===== config.mk =====
export PLATFORM = sky130hd
export DESIGN_NAME = alu_pipe
export DESIGN_NICKNAME = d
export VERILOG_FILES = /design/src/rtl/alu_pipe.sv
export SDC_FILE = /design/constraint.sdc
export NUM_CORES = 1
export LEC_CHECK = 0
export BUFFER_PORTS_ARGS = -buffer_cell sky130_fd_sc_hd__clkbuf_2
export CORE_MARGIN = 10
export CORE_UTILIZATION = 45
export DETAILED_ROUTE_END_ITERATION = 6
export PLACE_DENSITY = 0.81
export SLEW_MARGIN = 20
export SYNTH_ARGS = -nofsm -noshare
export SYNTH_HDL_FRONTEND = slang
export SYNTH_SLANG_ARGS = --single-unit

===== constraint.sdc =====
create_clock -name clk -period 4.25 [get_ports clk]
set_clock_uncertainty 0.1 [all_clocks]
set_input_delay 0.2125 -clock clk [delete_from_list [all_inputs] [get_ports clk]]
set_output_delay 0.2125 -clock clk [all_outputs]
set_load 0.02 [all_outputs]

===== src/rtl/alu_pipe.sv =====
// rtl/alu_pipe.sv - registered 8-op signed ALU with handshake, flags, sticky overflow and accumulator
//
// Purpose:
//   One-stage pipelined ALU. An operation is accepted when in_valid & in_ready
//   at a rising edge. The result, flags and accumulator update on that edge and
//   are presented with out_valid on the following cycle. PLUS/SUB saturate
//   (SAT=1) or wrap (SAT=0) on signed overflow.
//
// Parameters:
//   WIDTH       operand/result width, two's complement, >= 2
//   SAT         1: ADD/SUB saturate, 0: ADD/SUB wrap
//
// Ports:
//   clk         clock, rising edge
//   rst_n       asynchronous active-low reset
//   in_valid    operands/opcode valid
//   in_ready    block can accept (~out_valid | out_ready)
//   a, b        signed operands (a ignored when acc_sel=1)
//   opcode      000 ADD,001 SUB,010 NOT,011 AND,100 OR,101 XOR,110 LT,111 EQ
//   acc_sel     take operand A from the accumulator
//   clr_sticky  clear ovf_sticky
//   out_valid   result/flags valid
//   out_ready   downstream accepts result
//   result      registered result
//   flag_z      result == 0
//   flag_n      result sign bit
//   flag_v      ADD/SUB overflow or underflow
//   ovf_sticky  set by any accepted overflowing op, held until cleared
//   acc         accumulator (last accepted result)
module alu_pipe #(
  parameter int WIDTH = 4,
  parameter bit SAT   = 1'b1
) (
  input  logic             clk,
  input  logic             rst_n,
  input  logic             in_valid,
  output logic             in_ready,
  input  logic [WIDTH-1:0] a,
  input  logic [WIDTH-1:0] b,
  input  logic [2:0]       opcode,
  input  logic             acc_sel,
  input  logic             clr_sticky,
  output logic             out_valid,
  input  logic             out_ready,
  output logic [WIDTH-1:0] result,
  output logic             flag_z,
  output logic             flag_n,
  output logic             flag_v,
  output logic             ovf_sticky,
  output logic [WIDTH-1:0] acc
);

  localparam logic [2:0] OP_ADD = 3'b000;
  localparam logic [2:0] OP_SUB = 3'b001;
  localparam logic [2:0] OP_NOT = 3'b010;
  localparam logic [2:0] OP_AND = 3'b011;
  localparam logic [2:0] OP_OR  = 3'b100;
  localparam logic [2:0] OP_XOR = 3'b101;
  localparam logic [2:0] OP_LT  = 3'b110;
  localparam logic [2:0] OP_EQ  = 3'b111;

  localparam logic [WIDTH-1:0] MAX_POS = {1'b0, {(WIDTH-1){1'b1}}};
  localparam logic [WIDTH-1:0] MIN_NEG = {1'b1, {(WIDTH-1){1'b0}}};

  logic             accept;
  logic [WIDTH-1:0] op_a;
  logic [WIDTH:0]   t;
  logic             ovf;
  logic             unf;
  logic [WIDTH-1:0] res_nxt;
  logic             v_nxt;

  assign in_ready = ~out_valid | out_ready;
  assign accept   = in_valid & in_ready;

  always_comb begin
    op_a = acc_sel ? acc : a;
    // One extra sign bit makes signed overflow visible as a mismatch of the
    // top two bits of the sum/difference.
    if (opcode == OP_SUB) begin
      t = {op_a[WIDTH-1], op_a} - {b[WIDTH-1], b};
    end else begin
      t = {op_a[WIDTH-1], op_a} + {b[WIDTH-1], b};
    end
    ovf = ~t[WIDTH] & t[WIDTH-1];
    unf = t[WIDTH] & ~t[WIDTH-1];

    res_nxt = '0;
    v_nxt   = 1'b0;
    case (opcode)
      OP_ADD, OP_SUB: begin
        v_nxt = ovf | unf;
        if (SAT && ovf) begin
          res_nxt = MAX_POS;
        end else if (SAT && unf) begin
          res_nxt = MIN_NEG;
        end else begin
          res_nxt = t[WIDTH-1:0];
        end
      end
      OP_NOT: res_nxt = ~op_a;
      OP_AND: res_nxt = op_a & b;
      OP_OR:  res_nxt = op_a | b;
      OP_XOR: res_nxt = op_a ^ b;
      OP_LT:  res_nxt = {{(WIDTH-1){1'b0}}, ($signed(op_a) < $signed(b))};
      OP_EQ:  res_nxt = {{(WIDTH-1){1'b0}}, (op_a == b)};
      default: res_nxt = '0;
    endcase
  end

  always_ff @(posedge clk or negedge rst_n) begin
    if (!rst_n) begin
      out_valid  <= 1'b0;
      result     <= '0;
      flag_z     <= 1'b0;
      flag_n     <= 1'b0;
      flag_v     <= 1'b0;
      ovf_sticky <= 1'b0;
      acc        <= '0;
    end else begin
      // A pop and a new accept on the same edge simply overwrite the
      // output register; a pop alone empties it.
      if (accept) begin
        out_valid <= 1'b1;
        result    <= res_nxt;
        flag_z    <= (res_nxt == '0);
        flag_n    <= res_nxt[WIDTH-1];
        flag_v    <= v_nxt;
        acc       <= res_nxt;
      end else if (out_ready) begin
        out_valid <= 1'b0;
      end

      // Setting has priority so an overflow is never lost to a same-cycle clear.
      if (accept && v_nxt) begin
        ovf_sticky <= 1'b1;
      end else if (clr_sticky) begin
        ovf_sticky <= 1'b0;
      end
    end
  end

endmodule


== After elaboration in Yosys (flattened, before gate mapping) ==
Index checks and enable logic that the tools add are counted.
Operators by class
  $add $sub $neg: 2
  order comparisons: 1
  equal/unequal tests: 8
  multiplexer cells: 10
  bitwise gates (word level): 12
  reductions and logical operators: 6
Operators with widths (number)
  4-bit one-hot mux with 7 select lines: 1
  3-bit == test, second input constant: 4
  4-bit two-way mux: 3
  3-bit by 2-bit == test with 1-bit output, second input constant: 2
  4-bit by 4-bit adder with 5-bit output: 1
  1-bit two-way mux: 5
  5-bit two-way mux: 1
  4-bit by 4-bit subtractor with 5-bit output: 1
  4-bit AND: 1
  4-bit == test: 1
  4-bit logical NOT: 1
  4-bit less-than comparator: 1
  4-bit NOT: 1
  4-bit bitwise OR: 1
  2-bit nonzero test: 2
  4-bit bitwise XOR: 1
  1-bit AND: 3
  3-bit by 1-bit == test with 1-bit output, second input constant: 1
  3-bit logical NOT: 1
  1-bit NOT: 3
  1-bit bitwise OR: 2
  2-bit OR reduction: 1
  1-bit logical AND: 1
Word-level totals
  bits in registers: 9
  bits of input ports: 17
  output and inout bits: 14
  logic and storage cells: 45

== Longest topological paths before layout ==
Gate-level depths: netlist (run 1).
  depth in word-level cells: 9
  depth in mapped cells: 13
  depth with buffers taken out: 13

== Worst setup path before layout (run 1) ==
Ideal clock, no wire load.
  path kind: reg-to-reg
  start: register acc[0]
  end: register acc[2]
  setup time: 0.125 ns
  data arrival time: 2.943 ns
  data required time: 4.025 ns
  setup slack: 1.082 ns
  stages on the path, launching flop included: 14
  buffers on the path: 0
  clock period less this slack: 3.168 ns
  cells stage by stage: dfrtp_1 > mux2i_1 > inv_1 > ha_1 > inv_1 > fa_1 > nor2b_1 > or4_1 > a32o_2 > ha_1 > nor3_1 > nor3b_1 > nor4b_2 > mux2_2
Between the ends
  word-level cells in the longest chain between the ends: 8
  elaborated cells on any way between the ends: 11
  classes of those cells: add/sub: 2; mux: 5; bitwise: 4
Ends and longest elaborated chain
  start, declared: line 50  | output logic [WIDTH-1:0] acc
  start signal, assigned: line 129  | acc <= res_nxt;
  4-bit two-way mux (*): line 77  | op_a = acc_sel ? acc : a;
  4-bit by 4-bit adder with 5-bit output / 4-bit by 4-bit subtractor with 5-bit output (equally long branches): line 83, 81
  5-bit two-way mux (*): line 80  | if (opcode == OP_SUB) begin
  1-bit NOT: line 86  | unf = t[WIDTH] & ~t[WIDTH-1];
  1-bit AND: line 86
  4-bit two-way mux: line 95  | end else if (SAT && unf) begin
  4-bit two-way mux (*): line 93  | if (SAT && ovf) begin
  4-bit one-hot mux with 7 select lines (*): line 90  | case (opcode)
Every way passes the cells marked *; elsewhere a longest branch is shown, timed or not.
A chain may end at the register's enable or synchronous reset.

== Final worst setup path (run 1) ==
Ends and elaborated chain as after synthesis.

==> results of run 1 <==
[cell type report]
type / instances / area, um^2 / area share [%]
inverters: 17 / 63.8 / 5.28
clock buffers: 3 / 22.5 / 1.86
multi-input cells: 86 / 727 / 60.1
flip-flops and latches: 8 / 200 / 16.6
repair buffers: 31 / 160 / 13.3
well taps: 28 / 35.0 / 2.90
[critical path, cell delays in order (launching register included)]
cell and delay (ns):
sky130_fd_sc_hd__dfrtp_1 0.40, sky130_fd_sc_hd__mux2i_1 0.32, sky130_fd_sc_hd__inv_1 0.08, sky130_fd_sc_hd__ha_1 0.20, sky130_fd_sc_hd__inv_1 0.08, sky130_fd_sc_hd__fa_1 0.19
sky130_fd_sc_hd__nor2b_1 0.05, sky130_fd_sc_hd__or4_1 0.39, sky130_fd_sc_hd__a32o_2 0.25, sky130_fd_sc_hd__ha_1 0.19, sky130_fd_sc_hd__nor3_1 0.32, sky130_fd_sc_hd__nor3b_1 0.28
sky130_fd_sc_hd__nor4b_2 0.10, sky130_fd_sc_hd__mux2_2 0.27
[cell usage after synthesis, types with 2 or more instances]
cell	count	share of area, %
sky130_fd_sc_hd__fa_1	2	3.8
sky130_fd_sc_hd__ha_1	14	17
sky130_fd_sc_hd__nand3b_1	2	1.4
sky130_fd_sc_hd__nor2b_1	2	1.2
sky130_fd_sc_hd__inv_1	15	5.4
sky130_fd_sc_hd__nand2b_1	3	1.8
sky130_fd_sc_hd__nor3_1	2	0.95
sky130_fd_sc_hd__buf_4	6	4.3
sky130_fd_sc_hd__nand2_1	7	2.5
sky130_fd_sc_hd__and3_1	2	1.2
sky130_fd_sc_hd__inv_2	2	0.72
sky130_fd_sc_hd__dfrtp_1	8	19
sky130_fd_sc_hd__a221oi_1	2	1.7
sky130_fd_sc_hd__nor2_1	7	2.5
sky130_fd_sc_hd__mux2_2	4	4.3
sky130_fd_sc_hd__a21oi_1	5	2.4
sky130_fd_sc_hd__mux2i_1	5	4.8
sky130_fd_sc_hd__buf_2	2	0.95
sky130_fd_sc_hd__o41ai_1	3	2.5
sky130_fd_sc_hd__o21ai_0	6	2.9
sky130_fd_sc_hd__xnor2_1	2	1.7
[per-stage QoR]
stage	util [%]	total power, uW
after floorplan	-	305
after global placement	53.2	359
after detailed placement	53.2	366
after CTS	54.6	428
after global routing	54.6	460
final	54.6	424
[power groups by stage]
stage | sequential (uW) | clock, uW | combinational, uW
floorplan | 126 | 0 | 179
global placement | 108 | 0 | 251
detailed placement | 108 | 0 | 258
CTS | 107 | 60.6 | 260
global route | 111 | 62.8 | 287
finish | 107 | 58.0 | 259
[timing repair]
item                                    CTS  global route
hold buffers                              1             0
endpoints found under the hold margin     8             0
gates resized for setup                   0             0
endpoints found under the setup margin    0             0
[registers in the layout (all words and copies together), names as in the netlist]
register	count
acc	3
out_valid	1
flag_z	1
flag_v	1
ovf_sticky	1
flag_n	1
[layer usage]
| layer | GRT usage [%] | vias to the layer above | wire length, um |
|---|---|---|---|
| li1 | - | 469 | - |
| met4 | 4.02 | 0 | 42 |
| met1 | 12.2 | 439 | 1070 |
| met5 | 0 | - | 0 |
| met2 | 20.6 | 22 | 1380 |
| met3 | 2.45 | 4 | 84 |
[cell families (layout without fill, tap and decap cells)]
group	count (synthesis)	in the layout	share of synthesized area, %
compound gates	29	29	21.3
xor+xnor	2	2	1.67
fa+ha+maj	16	16	20.5
buf+inv	26	51	11.7
flops	8	8	19.1
mux	9	9	9.06
simple gates	30	30	16.7
[worst paths after layout]
kind,startpoint,end,slack [ns],cells past startpoint
min in group asynchronous,rst_n,flag_z,0.23,2
worst min register to register,flag_z,flag_z,0.39,2
worst min-delay path,in_valid,out_valid,0.07,2
worst max-delay path,acc[0],acc[2],0.90,13
max in group asynchronous,rst_n,acc[1],3.64,2
worst max register to register,acc[0],acc[2],0.90,13
==> implementation parameters, run 1 <==
Parameter                              Value

Synthesis
  Share of flip-flops with an asynchronous set or reset after synthesis ... 100%
  Synthesized Nets ... 153
  Synthesized area per cell ... 8.75 um^2
  Most instantiated flip-flop cell in the synthesis netlist ... sky130_fd_sc_hd__dfrtp_1
  Synthesis-stage register bit count ... 8
  Library cells used by synthesis ... 40
  Sequential area share after synthesis ... 19.1%
  Number of standard cells after synthesis ... 120
  Post-Synthesis Cell Area ... 1050 um^2
  Number of enable flip-flop cells after synthesis ... 0
  Number of warnings issued by yosys ... 0

Cells and area
  Fin area ... 1210 um^2
  Antenna diodes ... 0
  Number of fillers in the final layout ... 206
  Share of final-layout standard cells stronger than drive strength 1 ... 30.3%
  Number of nets at the end of the flow ... 180
  Commonest cells after routing, fill and taps aside ... sky130_fd_sc_hd__clkbuf_2, sky130_fd_sc_hd__inv_1, sky130_fd_sc_hd__ha_1, sky130_fd_sc_hd__dfrtp_1
  Count of non-filler cells in the finished layout ... 173
  Leading cell type in the layout, fill and taps excluded ... sky130_fd_sc_hd__clkbuf_2
  Area growth syn-to-layout ... 15.1%

Routing
  Via-to-Cell Ratio ... 5.40
  Antenna violation net count after detailed routing ... 0
  Total via count after detailed routing ... 934
  Routed wire length ... 2580 um
  Average wire length per cell after detail routing ... 14.9 um
  DRC ... 0
  DR pass1 iterations ... 4
  Drt first-iter violations ... 70

Place
  Placed inst area ... 1180 um^2
  Cell count after placement ... 169
  Post-placement worst setup slack ... 0.916 ns
  Total half-perimeter wirelength after legalization and detailed placement ... 2200 um
  Count of input and output buffers ... 30
  Gpl congestion ... 0.880

Die
  Starting density of the core ... 47.5%
  Core outline area ... 2210 um^2
  Overall die width ... 68.3 um
  Floorplan die area ... 4660 um^2
  Die H ... 68.3 um
  I/O pin cnt ... 31
  Number of rows created at floorplan ... 17

STA
  Tightest slew margin relative to the limit ... 73.1%
  Slew Viols, Final ... 0
  Hold_ws ... 0.0677 ns
  Final setup fails ... 0
  Fin worst setup slack ... 0.904 ns
  Maximum clock rate ... 0.299 GHz
  Unrepaired setup endpoints after global routing ... no
  Final TNS setup ... 0 ns
  Share of the clock period used by the worst path after layout ... 78.7%
  Pin slew with the least headroom to its limit ... 0.400 ns
  Final hold violation count ... 0
  Final worst path period need ... 3.35 ns

Job
  Number of max-cap violations ... 0

Clock network
  Setup Fix Bufs, Post-CTS ... 0
  Inserted Clock Buffers ... 3
  Deepest level of the CTS H-tree ... 1
  Insertion delay to the later sink of the worst-skew pair ... 0.25 ns
  Buffer depth of the longest clock path ... 2
  CTS tree ... yes
  CTS sink cnt ... 8
  Root Buffer ... sky130_fd_sc_hd__clkbuf_4
  Clock-pin transition on the worst setup and hold timing paths ... 0.05 ns

Worst setup path
  Maximum net fanout on the critical path ... 4
  Critical Path Sink Type ... flip-flop
  Arrival time worst endpoint ... 3.38 ns
  Critical path data required time ... 4.29 ns
  Critical path type ... reg2reg
  CP Launch Type ... flip-flop

Power
  Register share of total power ... 25.3%
  Net switching component of the power ... 196 uW
  Peak supply drop ... 0.000235 V
  Cell-internal power ... 228 uW
  P per Cell Area ... 351 nW/um^2
  Switching share of power ... 46.3%
  Comb pwr share ... 61.0%
  Clock power share ... 13.7%
  Lkg Pwr ... 0.000635 uW

Hold path
  Type of the worst min-delay path ... in2reg

GRT
  Tot GR Track Use ... 11.2%
  Grt total ovfl ... 0
  Maximum number of pins on one net before global-route repair ... 19
  Antenna violations before repair ... 0
  Number of global-route vias before repair ... 970
  Global-route wire length before repair ... 4130 um

Outcome
  Run status ... complete, no violations
Power figures use the tool's default switching activity.
==> inputs of run 2 (changes only) <==
==> constraint.sdc (replaced) <==
create_clock -name clk -period 3.3 [get_ports clk]
set_clock_uncertainty 0.1 [all_clocks]
set_input_delay 0.165 -clock clk [delete_from_list [all_inputs] [get_ports clk]]
set_output_delay 0.165 -clock clk [all_outputs]
set_load 0.02 [all_outputs]
==> implementation parameters, run 2 (synthesis gave the netlist of run 1 again) <==
Parameter                              Value

Outcome
  Run status ... complete, no violations

Worst setup path
  Critical path type ... reg2reg
  Critical Path Sink Type ... flip-flop
  Crit path launch ... acc[2]
  Arrival time worst endpoint ... 3.21 ns
  Maximum net fanout on the critical path ... 8
  CP Launch Type ... flip-flop
  Source of the worst register-to-register timing path ... acc[2]
  Critical path data required time ... 3.33 ns

Power
  Peak supply drop ... 0.000286 V
  P per Cell Area ... 458 nW/um^2
  Clock power share ... 12.7%
  Cell-internal power ... 300 uW
  Register share of total power ... 25.2%
  Lkg Pwr ... 0.000639 uW
  Net switching component of the power ... 265 uW
  Switching share of power ... 46.9%
  Comb pwr share ... 62.1%

Clock network
  CTS sink cnt ... 8
  Buffer depth of the longest clock path ... 2
  Deepest level of the CTS H-tree ... 1
  Inserted Clock Buffers ... 3
  Clock-pin transition on the worst setup and hold timing paths ... 0.05 ns
  Insertion delay to the later sink of the worst-skew pair ... 0.25 ns
  Setup Fix Bufs, Post-CTS ... 0
  Root Buffer ... sky130_fd_sc_hd__clkbuf_4
  CTS tree ... yes

GRT
  Grt total ovfl ... 0
  GR met2 Demand/Resource ... 22.1%
  Global-route wire length before repair ... 4530 um
  Number of global-route vias before repair ... 1031
  Tot GR Track Use ... 12.1%
  GRT met3 Usage ... 1.14%
  Global-route layer with the greatest usage ... met2
  Antenna violations before repair ... 0
  Maximum number of pins on one net before global-route repair ... 19
  Grt met1 use ... 14.2%

Routing
  Routed wire length ... 2890 um
  Antenna violation net count after detailed routing ... 0
  DR pass1 iterations ... 4
  Average wire length per cell after detail routing ... 16.6 um
  Total via count after detailed routing ... 993
  Drt first-iter violations ... 64
  Via-to-Cell Ratio ... 5.71
  DRC ... 0

Job
  Number of max-cap violations ... 0

STA
  Fin worst setup slack ... 0.114 ns
  Final setup fails ... 0
  Tightest slew margin relative to the limit ... 73.8%
  Final worst path period need ... 3.19 ns
  Slew Viols, Final ... 0
  Pin slew with the least headroom to its limit ... 0.389 ns
  Maximum clock rate ... 0.314 GHz
  Final hold violation count ... 0
  Final TNS setup ... 0 ns
  Share of the clock period used by the worst path after layout ... 96.5%

Die
  Core outline area ... 2210 um^2
  Die H ... 68.3 um
  Number of rows created at floorplan ... 17
  I/O pin cnt ... 31
  Overall die width ... 68.3 um
  Starting density of the core ... 47.5%
  Floorplan die area ... 4660 um^2

Cells and area
  Fin area ... 1230 um^2
  Multi-input gate area ... 744 um^2
  Share of final-layout standard cells stronger than drive strength 1 ... 33.6%
  Leading cell type in the layout, fill and taps excluded ... sky130_fd_sc_hd__clkbuf_2
  Commonest cells after routing, fill and taps aside ... sky130_fd_sc_hd__clkbuf_2, sky130_fd_sc_hd__inv_1, sky130_fd_sc_hd__ha_1, sky130_fd_sc_hd__dfrtp_1
  Register Area ... 200 um^2
  Antenna diodes ... 0
  Biggest register ... acc
  Number of fillers in the final layout ... 215
  Number of flip-flops in the largest register ... 3
  Number of nets at the end of the flow ... 181
  Area growth syn-to-layout ... 17.5%

Place
  Count of input and output buffers ... 30
  Gpl congestion ... 1.05
  Post-placement worst setup slack ... -0.0234 ns
  Placed inst area ... 1180 um^2
  Total half-perimeter wirelength after legalization and detailed placement ... 2350 um

Hold path
  Hold path startpoint ... in_valid
  Type of the worst min-delay path ... in2reg
## run 2: cell types whose count changed in the layout (fill, tap and decap cells not counted), sizes merged
| cell | delta |
|---|---|
| buf | +1 |
## run 2: stage by stage
stage / hold slack (ns) / util (%) / cells / total power (uW)
floorplan: -0.231 / - / 120 / 393
global placement: -0.0858 / 53.5 / 170 / 468
detailed placement: -0.0788 / 53.5 / 170 / 482
CTS: 0.0194 / 55.1 / 174 / 561
global route: 0.0494 / 55.8 / 174 / 606
finish: 0.0234 / 55.8 / 174 / 565
## run 2: worst max-delay path, cell delays in order (launching register included)
cell                      delay, ns
sky130_fd_sc_hd__dfrtp_1       0.43
sky130_fd_sc_hd__mux2i_2       0.26
sky130_fd_sc_hd__ha_1          0.38
sky130_fd_sc_hd__nor2b_1       0.18
sky130_fd_sc_hd__or4_1         0.40
sky130_fd_sc_hd__a32o_2        0.25
sky130_fd_sc_hd__ha_1          0.20
sky130_fd_sc_hd__nor3_2        0.25
sky130_fd_sc_hd__nor3b_2       0.24
sky130_fd_sc_hd__nor4b_2       0.08
sky130_fd_sc_hd__mux2_2        0.28
## run 2: cell type report
cell class                 count  share of cell area [%]
sequential                     8                    16.2
timing repair buffer          32                    13.6
multi-input combinational     86                    60.3
tap                           28                    2.84
inverter                      17                    5.17
clock buffer                   3                    1.83
## run 2: routing by layer
layer,part of all wire (%),vias to the layer above
met2,54,37
li1,-,473
met4,0,0
met3,4.4,0
met5,0,-
met1,41,483
## run 2: timing repair
action,CTS,global route
hold buffers,1,0
setup endpoints to repair,2,3
endpoints found under the hold margin,8,0
resized for setup,1,3
## run 2: worst paths after layout
kind | to | slack [ns] | cells after the start
max | acc[2] | 0.11 | 10
min | out_valid | 0.02 | 2
max reg2reg | acc[2] | 0.11 | 10
min reg2reg | flag_z | 0.39 | 2
max in group asynchronous | ovf_sticky | 2.74 | 2
min in group asynchronous | out_valid | 0.19 | 2
## run 2: power groups by stage
stage                     Clock, uW  Sequential [uW]  Combinational (uW)
after global routing           79.4              146                 380
after floorplan                   0              163                 230
after detailed placement          0              142                 339
final                          71.8              142                 351
after CTS                      75.8              142                 344
after global placement            0              139                 329
==> inputs of run 3 (changes only) <==
--- a/config.mk
+++ b/config.mk
@@ -8,8 +8,9 @@
 export BUFFER_PORTS_ARGS = -buffer_cell sky130_fd_sc_hd__clkbuf_2
 export CORE_MARGIN = 10
 export CORE_UTILIZATION = 45
+export CTS_CLUSTER_SIZE = 24
 export DETAILED_ROUTE_END_ITERATION = 6
-export PLACE_DENSITY = 0.81
+export PLACE_DENSITY = 0.68
 export SLEW_MARGIN = 20
 export SYNTH_ARGS = -nofsm -noshare
 export SYNTH_HDL_FRONTEND = slang
==> implementation parameters, run 3 (synthesis gave the netlist of run 1 again) <==
Parameter                              Value

Outcome
  Run status ... complete, no violations

GRT
  Antenna violations before repair ... 0
  Number of global-route vias before repair ... 1041
  Maximum number of pins on one net before global-route repair ... 19
  Global-route wire length before repair ... 4740 um
  Grt total ovfl ... 0
  Tot GR Track Use ... 13.0%

Cells and area
  Number of nets at the end of the flow ... 182
  Share of final-layout standard cells stronger than drive strength 1 ... 34.7%
  Number of flip-flops in the largest register ... 3
  Count of non-filler cells in the finished layout ... 175
  Number of fillers in the final layout ... 218
  Leading cell type in the layout, fill and taps excluded ... sky130_fd_sc_hd__clkbuf_2
  Area growth syn-to-layout ... 18.1%
  Commonest cells after routing, fill and taps aside ... sky130_fd_sc_hd__clkbuf_2, sky130_fd_sc_hd__inv_1, sky130_fd_sc_hd__ha_1, sky130_fd_sc_hd__dfrtp_1
  Antenna diodes ... 0
  Biggest register ... acc

Routing
  DRC ... 0
  DR pass1 iterations ... 4
  Average wire length per cell after detail routing ... 15.8 um
  Total via count after detailed routing ... 964
  Drt first-iter violations ... 92
  Antenna violation net count after detailed routing ... 0
  Routed wire length ... 2760 um
  Via-to-Cell Ratio ... 5.51

Die
  Number of rows created at floorplan ... 17
  Core outline area ... 2210 um^2
  I/O pin cnt ... 31
  Die H ... 68.3 um
  Floorplan die area ... 4660 um^2
  Starting density of the core ... 47.5%
  Overall die width ... 68.3 um

Clock network
  CTS tree ... yes
  Deepest level of the CTS H-tree ... 1
  Root Buffer ... sky130_fd_sc_hd__clkbuf_4
  Clock-pin transition on the worst setup and hold timing paths ... 0.06 ns
  Insertion delay to the later sink of the worst-skew pair ... 0.25 ns
  Setup Fix Bufs, Post-CTS ... 0
  CTS sink cnt ... 8
  Buffer depth of the longest clock path ... 2
  Inserted Clock Buffers ... 3

Place
  Total half-perimeter wirelength after legalization and detailed placement ... 2300 um
  Cell count after placement ... 171
  Count of input and output buffers ... 30
  Gpl congestion ... 1.05
  Post-placement worst setup slack ... 0.0337 ns

Power
  Lkg Pwr ... 0.000644 uW
  Net switching component of the power ... 259 uW
  Register share of total power ... 24.3%
  Comb pwr share ... 62.5%
  Cell-internal power ... 302 uW
  Peak supply drop ... 0.000315 V
  P per Cell Area ... 453 nW/um^2
  Switching share of power ... 46.2%
  Clock power share ... 13.1%

STA
  Share of the clock period used by the worst path after layout ... 93.4%
  Unrepaired setup endpoints after global routing ... no
  Maximum clock rate ... 0.325 GHz
  Pin slew with the least headroom to its limit ... 0.406 ns
  Tightest slew margin relative to the limit ... 72.7%
  Final setup fails ... 0
  Slew Viols, Final ... 0
  Final worst path period need ... 3.08 ns
  Final TNS setup ... 0 ns
  Final hold violation count ... 0
  Fin worst setup slack ... 0.219 ns

Worst setup path
  Crit path launch ... acc[2]
  Arrival time worst endpoint ... 3.12 ns
  Family of cells with the greatest summed delay on the critical path ... simple AND/OR/NAND/NOR gates
  CP Launch Type ... flip-flop
  Cell with the most instances on the worst path ... sky130_fd_sc_hd__ha_1
  Worst stage delay on the critical path ... 0.42 ns
  Source of the worst register-to-register timing path ... acc[2]
  Critical path type ... reg2reg
  CP Cell Sequence ... mux2i_2, ha_1, nor2b_1, or4_1, a32o_2, ha_1, nor3_2, nor3b_2, nor4b_2, mux2_2
  Buf/Inv on CP ... 0
  Maximum net fanout on the critical path ... 8
  Critical Path Sink Type ... flip-flop
  Critical path data required time ... 3.34 ns
  Crit path max-delay cell type ... sky130_fd_sc_hd__dfrtp_1

Hold path
  Hold path startpoint ... in_valid
  Type of the worst min-delay path ... in2reg

Job
  Number of max-cap violations ... 0
## run 3: metal layers
layer / track usage (%) / vias to the layer above / share of wire (%)
met5: 0 / - / 0
met4: 4.27 / 0 / 1.8
met3: 1.96 / 5 / 5.0
met2: 23.6 / 33 / 51
met1: 15.1 / 452 / 42
li1: - / 474 / -
## run 3: final timing paths
path,endpoint,slack (ns),cells after the start
hold / removal,out_valid,0.03,2
setup reg to reg,acc[2],0.22,10
hold reg to reg,flag_v,0.38,2
setup / recovery,acc[2],0.22,10
min in group asynchronous,acc[2],0.19,2
max in group asynchronous,acc[1],2.73,2
## run 3: area by class of cell
cell class / instances / area, um^2 / share of cell area, %
multi-input cells: 86 / 743 / 59.9
flip-flops and latches: 8 / 200 / 16.1
repair buffers: 33 / 175 / 14.1
inverters: 17 / 63.8 / 5.15
well taps: 28 / 35.0 / 2.83
clock buffers: 3 / 22.5 / 1.82
## run 3: power groups by stage
stage / sequential, uW / clock, uW / combinational (uW)
after floorplan: 163 / 0 / 230
after global routing: 141 / 85.7 / 391
after global placement: 137 / 0 / 340
after CTS: 136 / 80.0 / 348
after detailed placement: 137 / 0 / 345
final: 137 / 73.8 / 351
## run 3: through the flow
| stage | area, um^2 | hold slack [ns] | total power [uW] | utilization [%] |
|---|---|---|---|---|
| 3_3_place_gp | 1190 | -0.0817 | 477 | 53.8 |
| 3_5_place_dp | 1190 | -0.0772 | 482 | 53.8 |
| 4_1_cts | 1220 | 0.0220 | 563 | 55.3 |
| 5_1_grt | 1240 | 0.0475 | 617 | 56.1 |
| 2_1_floorplan | 1050 | -0.231 | 393 | - |
| 6_report | 1240 | 0.0282 | 561 | 56.1 |
## run 3: timing repair
action / CTS / global route
endpoints found under the setup margin: 0 / 3
resized for setup: 0 / 5
endpoints found under the hold margin: 8 / 0
hold buffers: 1 / 0
## run 3: worst register-to-register path: cells and delay by family (launching register included)
kind	cells	cell delay, ns
AND/OR/NAND/NOR	5	1.05
adder cells (fa/ha/maj)	2	0.59
multiplexers	2	0.54
flip-flops	1	0.42
AO/OA/AOI/OAI	1	0.25
